`config.mk`:
```
export PLATFORM = sky130hd
export DESIGN_NAME = mcpu_ctrl
export DESIGN_NICKNAME = d
export VERILOG_FILES = /design/src/rtl/mcpu_ctrl.sv
export SDC_FILE = /design/constraint.sdc
export NUM_CORES = 1
export LEC_CHECK = 0
export CAP_MARGIN = 20
export CORE_MARGIN = 3
export CORE_UTILIZATION = 50
export DETAILED_ROUTE_END_ITERATION = 8
export HOLD_SLACK_MARGIN = 0.08
export PLACE_DENSITY = 0.9
export SYNTH_ARGS = -nofsm -noshare
export SYNTH_HDL_FRONTEND = slang
export SYNTH_SLANG_ARGS = --single-unit
```
`constraint.sdc`:
```
create_clock -name clk -period 5.2 [get_ports clk]
set_input_delay 1.3 -clock clk [delete_from_list [all_inputs] [get_ports clk]]
set_output_delay 1.3 -clock clk [all_outputs]
set_load 0.02 [all_outputs]
```
`src/rtl/mcpu_ctrl.sv`:
```
// +----------------------------------------------------------------------------+
// | mcpu_ctrl : multi-cycle MIPS-subset control FSM with memory watchdog       |
// | Revision  : 1.0                                                            |
// +----------------------------------------------------------------------------+
`default_nettype none

module mcpu_ctrl #(
    parameter int CNT_W    = 32,
    parameter int WAIT_MAX = 15
) (
    input  logic             clk,
    input  logic             rst,
    input  logic [5:0]       INSTop,
    input  logic [5:0]       funct,
    input  logic             zero,
    input  logic             mem_ready,
    output logic             PCWrite,
    output logic             IRWrite,
    output logic             MemRead,
    output logic             MemWrite,
    output logic             IorD,
    output logic             RegWrite,
    output logic             RegDst,
    output logic             MemtoReg,
    output logic             Link,
    output logic             ALUSrcA,
    output logic [1:0]       ALUSrcB,
    output logic [1:0]       ALUOpSel,
    output logic [1:0]       PCSrc,
    output logic [1:0]       EXTOp,
    output logic [2:0]       state,
    output logic             fault,
    output logic [CNT_W-1:0] cycles,
    output logic [CNT_W-1:0] instret
);

    localparam int WAIT_W = $clog2(WAIT_MAX + 1);

    localparam logic [5:0] OP_RTYPE = 6'b000000;
    localparam logic [5:0] OP_LW    = 6'b100011;
    localparam logic [5:0] OP_SW    = 6'b101011;
    localparam logic [5:0] OP_BEQ   = 6'b000100;
    localparam logic [5:0] OP_BNE   = 6'b000101;
    localparam logic [5:0] OP_J     = 6'b000010;
    localparam logic [5:0] OP_JAL   = 6'b000011;
    localparam logic [5:0] OP_ADDI  = 6'b001000;
    localparam logic [5:0] OP_ORI   = 6'b001101;
    localparam logic [5:0] OP_LUI   = 6'b001111;
    localparam logic [5:0] FN_JR    = 6'b001000;

    typedef enum logic [2:0] {
        S_FETCH  = 3'd0,
        S_DECODE = 3'd1,
        S_EXEC   = 3'd2,
        S_MEMACC = 3'd3,
        S_WB     = 3'd4,
        S_FAULT  = 3'd7
    } state_t;

    state_t              state_q, state_d;
    logic [WAIT_W-1:0]   wait_q, wait_d;
    logic                retire;
    logic [CNT_W-1:0]    cycles_q, instret_q;

    always_ff @(posedge clk) begin
        if (rst) begin
            state_q   <= S_FETCH;
            wait_q    <= '0;
            cycles_q  <= '0;
            instret_q <= '0;
        end else begin
            state_q <= state_d;
            wait_q  <= wait_d;
            if (state_q != S_FAULT)
                cycles_q <= cycles_q + CNT_W'(1);
            if (retire)
                instret_q <= instret_q + CNT_W'(1);
        end
    end

    always_comb begin
        state_d  = state_q;
        wait_d   = '0;
        retire   = 1'b0;
        PCWrite  = 1'b0;
        IRWrite  = 1'b0;
        MemRead  = 1'b0;
        MemWrite = 1'b0;
        IorD     = 1'b0;
        RegWrite = 1'b0;
        RegDst   = 1'b0;
        MemtoReg = 1'b0;
        Link     = 1'b0;
        ALUSrcA  = 1'b0;
        ALUSrcB  = 2'd0;
        ALUOpSel = 2'd0;
        PCSrc    = 2'd0;
        EXTOp    = 2'd0;
        fault    = 1'b0;

        case (state_q)
            S_FETCH: begin
                MemRead = 1'b1;
                ALUSrcB = 2'd1;
                if (mem_ready) begin
                    IRWrite = 1'b1;
                    PCWrite = 1'b1;
                    state_d = S_DECODE;
                end else if (wait_q == WAIT_W'(WAIT_MAX)) begin
                    state_d = S_FAULT;
                end else begin
                    wait_d = wait_q + WAIT_W'(1);
                end
            end

            S_DECODE: begin
                ALUSrcB = 2'd3;
                case (INSTop)
                    OP_J, OP_JAL: begin
                        PCWrite  = 1'b1;
                        PCSrc    = 2'd2;
                        RegWrite = (INSTop == OP_JAL);
                        Link     = (INSTop == OP_JAL);
                        retire   = 1'b1;
                        state_d  = S_FETCH;
                    end
                    OP_RTYPE: begin
                        if (funct == FN_JR) begin
                            PCWrite = 1'b1;
                            PCSrc   = 2'd3;
                            retire  = 1'b1;
                            state_d = S_FETCH;
                        end else begin
                            state_d = S_EXEC;
                        end
                    end
                    OP_LW, OP_SW, OP_BEQ, OP_BNE,
                    OP_ADDI, OP_ORI, OP_LUI: state_d = S_EXEC;
                    default:                 state_d = S_FAULT;
                endcase
            end

            S_EXEC: begin
                ALUSrcA = 1'b1;
                case (INSTop)
                    OP_RTYPE: begin
                        ALUOpSel = 2'd2;
                        state_d  = S_WB;
                    end
                    OP_ADDI, OP_ORI, OP_LUI: begin
                        ALUSrcB  = 2'd2;
                        ALUOpSel = 2'd3;
                        EXTOp    = (INSTop == OP_ADDI) ? 2'd1 :
                                   (INSTop == OP_ORI)  ? 2'd0 : 2'd2;
                        state_d  = S_WB;
                    end
                    OP_LW, OP_SW: begin
                        ALUSrcB = 2'd2;
                        EXTOp   = 2'd1;
                        state_d = S_MEMACC;
                    end
                    OP_BEQ, OP_BNE: begin
                        ALUOpSel = 2'd1;
                        PCSrc    = 2'd1;
                        PCWrite  = (INSTop == OP_BEQ) ? zero : ~zero;
                        retire   = 1'b1;
                        state_d  = S_FETCH;
                    end
                    default: state_d = S_FAULT;
                endcase
            end

            // Only lw/sw reach this state, so anything other than lw is a store.
            S_MEMACC: begin
                IorD     = 1'b1;
                MemRead  = (INSTop == OP_LW);
                MemWrite = (INSTop != OP_LW);
                if (mem_ready) begin
                    if (INSTop == OP_LW) begin
                        state_d = S_WB;
                    end else begin
                        retire  = 1'b1;
                        state_d = S_FETCH;
                    end
                end else if (wait_q == WAIT_W'(WAIT_MAX)) begin
                    state_d = S_FAULT;
                end else begin
                    wait_d = wait_q + WAIT_W'(1);
                end
            end

            S_WB: begin
                RegWrite = 1'b1;
                RegDst   = (INSTop == OP_RTYPE);
                MemtoReg = (INSTop == OP_LW);
                retire   = 1'b1;
                state_d  = S_FETCH;
            end

            S_FAULT: fault = 1'b1;

            default: state_d = S_FAULT;
        endcase
    end

    assign state   = state_q;
    assign cycles  = cycles_q;
    assign instret = instret_q;

endmodule

`default_nettype wire

```
==> impl_metrics.env <==
export IMPL_cts_tree="yes"
export IMPL_die_x_um=97.37
export IMPL_setup_viol=0
export IMPL_worstPathArrival_ns=3.71
export IMPL_crit_path_max_fanout=9
export IMPL_ys_types=60
export IMPL_critPathKind="input port to output port"
export IMPL_period_needed_ns=5.010
export IMPL_start_util_pct=52.65
export IMPL_synth_warnings=0
export IMPL_irDropWorstVdd_mv=0.2096
export IMPL_period_share_pct=96.34
export IMPL_path_clk_slew_ns=0.08
export IMPL_final_setup_skew_ns=0.01314
export IMPL_ioPinCount=102
export IMPL_cts_setup_buffers=0
export IMPL_timing_fmax_mhz=199.6
export IMPL_drtAntennaViolNets=0
export IMPL_fin_cells=699
export IMPL_drc=0
export IMPL_grt_max_degree=41
export IMPL_netlist_area_um2=4174
export IMPL_routabilityCongestion=0.9634
export IMPL_multiInputGateArea_um2=2540
export IMPL_drv_cap=0
export IMPL_fillers=637
export IMPL_dp_hpwl_um=7881
export IMPL_outcome="finished clean"
export IMPL_dr_total_vias=4103
export IMPL_cts_root_buf="clkbuf_8"
export IMPL_wl_per_cell_um=15.60
export IMPL_power_density_nw_per_um2=274.6
export IMPL_grt_pass1_wl_um=18550
export IMPL_synth_seq_cells=71
export IMPL_rows=32
export IMPL_synthCells=506
export IMPL_die_y_um=97.37
export IMPL_coreArea_um2=7928
export IMPL_cts_made_buffers=9
export IMPL_htree_num_levels=3
export IMPL_worstPathRequired_ns=3.90
export IMPL_report_final_slew_viol_count=0
export IMPL_synth_fp_nets=525
export IMPL_die_area_um2=9480
export IMPL_syn_to_final_growth_pct=29.80
export IMPL_grt_use_total_pct=22.88
export IMPL_vias_per_cell=5.870
export IMPL_cts_resized=0
export IMPL_rsz0062_at_grt="no"
export IMPL_cts_hold_buf=0
export IMPL_crit_path_start_kind="input port"
export IMPL_diodes=0
export IMPL_finalHoldViolCount=0
export IMPL_port_buffers=101
export IMPL_synth_edff_count=0
export IMPL_avgSynthCellArea_um2=8.249
export IMPL_drt_first_pass_iters=6
export IMPL_slew_headroom_pct=48.52
export IMPL_hold_class="flop to flop"
export IMPL_cp_end_kind="output port"
export IMPL_detail_route_iter0_violations=222
export IMPL_first_global_vias=3877
export IMPL_antenna_found_initial=0
export IMPL_cts_sinks=71
export IMPL_seqCellArea_um2=1421
export IMPL_async_reset_ff_share_pct=0
export IMPL_fin_nets=611
export IMPL_seq_area_frac_synth_pct=34.05
export IMPL_tightestPinTransition_ns=0.7712
export IMPL_placed_cells=683
export IMPL_finalSetupTns_ns=0
export IMPL_cts_buffer_depth=2
export IMPL_wl_um=10910
export IMPL_power_leakage_nw=1.831
export IMPL_drive_above_1_share_pct=10.72
export IMPL_grt_overflow=0
export IMPL_clk_latency_ns=0.34
export IMPL_ys_flop_type="dfxtp_1"
[cell usage in the layout (no fill, tap or decap), drive strengths merged, types with 3 or more instances in the layout]
master and count:
clkdlybuf4s50 100, nor2 76, dfxtp 71, nor2b 30, a21oi 30, mux2 29
nand3 26, nand2 24, xnor2 24, nor3 21, nand4 18, inv 17
nor4 13, o21ai 11, clkbuf 10, a211oi 10, buf 7, and2 6
and4 6, or3 5, xor2 5, and3 5, a21boi 5, nand2b 4
nor4b 4, or2 3, or4 3, ha 3, a2111oi 3
[cells in the mapped netlist (all sizes together), types with 3 or more instances]
| cell type | instances | area [µm²] |
|---|---|---|
| xor2 | 5 | 43.79 |
| nand3 | 26 | 135.1 |
| nor2b | 30 | 187.7 |
| nand2 | 24 | 90.09 |
| and4 | 6 | 52.55 |
| or3 | 5 | 31.28 |
| a2111oi | 3 | 51.30 |
| dfxtp | 71 | 1421 |
| nor3 | 21 | 105.1 |
| and2 | 6 | 37.54 |
| nor4b | 4 | 35.03 |
| mux2 | 29 | 326.6 |
| and3 | 5 | 31.28 |
| clkbuf | 23 | 86.33 |
| a21boi | 5 | 37.53 |
| ha | 3 | 37.54 |
| a21oi | 30 | 180.2 |
| nor2 | 76 | 287.8 |
| xnor2 | 24 | 210.2 |
| nor4 | 13 | 81.33 |
| nand4 | 18 | 118.9 |
| inv | 16 | 60.06 |
| or2 | 3 | 18.77 |
| buf | 9 | 66.31 |
| a211oi | 10 | 115.1 |
| o21ai | 11 | 58.80 |
| or4 | 3 | 22.52 |
| nand2b | 4 | 25.02 |
[power breakdown]
group / internal, mW / switching (mW) / total, mW
combinational: 0.168 / 0.233 / 0.401
clock: 0.236 / 0.222 / 0.458
sequential: 0.564 / 0.0647 / 0.628
[registers in the layout (all words and copies together) (netlist names)]
name     flops
cycles      32
instret     32
wait_q       4
state        3
[cell families after synthesis]
family | after synthesis | share of synthesized area, %
AO/OA/AOI/OAI | 75 | 14.21
XOR/XNOR | 29 | 6.085
adder cells (fa/ha/maj) | 3 | 0.8994
buffers and inverters | 48 | 5.096
flip-flops | 71 | 34.05
multiplexers | 30 | 8.063
AND/OR/NAND/NOR | 250 | 31.59
[critical path: stages]
cell             delay (ns)
clkdlybuf4s50_1        0.54
or3_1                  0.48
and4b_1                0.38
o21ai_2                0.09
inv_1                  0.14
a311o_1                0.15
clkdlybuf4s50_1        0.61
[through the flow]
| stage | worst slack, ns | area, µm² | total power [mW] | hold WS, ns | util (%) |
|---|---|---|---|---|---|
| floorplan | 1.046 | 4174 | 0.8907 | 0.4179 | - |
| global placement | 0.3102 | 5192 | 1.025 | 0.4296 | 65.50 |
| detailed placement | 0.2143 | 5213 | 1.038 | 0.4697 | 65.75 |
| CTS | 0.2037 | 5418 | 1.491 | 0.4817 | 68.34 |
| global route | 0.03393 | 5418 | 1.561 | 0.5155 | 68.34 |
| finish | 0.1905 | 5418 | 1.488 | 0.4793 | 68.34 |
[path summary, 6_finish.rpt]
| path | start | endpoint | slack (ns) | cells past startpoint |
|---|---|---|---|---|
| worst max register to register | state[2] | cycles[31] | 2.48 | 5 |
| worst min register to register | wait_q[0] | wait_q[0] | 0.48 | 1 |
| worst max-delay path | INSTop[1] | PCWrite | 0.19 | 7 |
| worst min-delay path | wait_q[0] | wait_q[0] | 0.48 | 1 |
[layer usage]
layer	up-vias	GRT usage [%]	wire length, µm
met4	0	8.094	238
met3	26	3.302	564
met1	1965	30.14	4674
met5	-	0	0
met2	138	38.17	5430
li1	1974	-	-
[area by class of cell]
cell class	instances	area share [%]
sequential	71	26.24
timing repair buffer	107	19.63
multi-input combinational	387	46.88
inverter	16	1.109
clock inverter	6	1.247
clock buffer	10	2.540
tap	102	2.356
No activity file was read; power rests on OpenSTA's default activity.
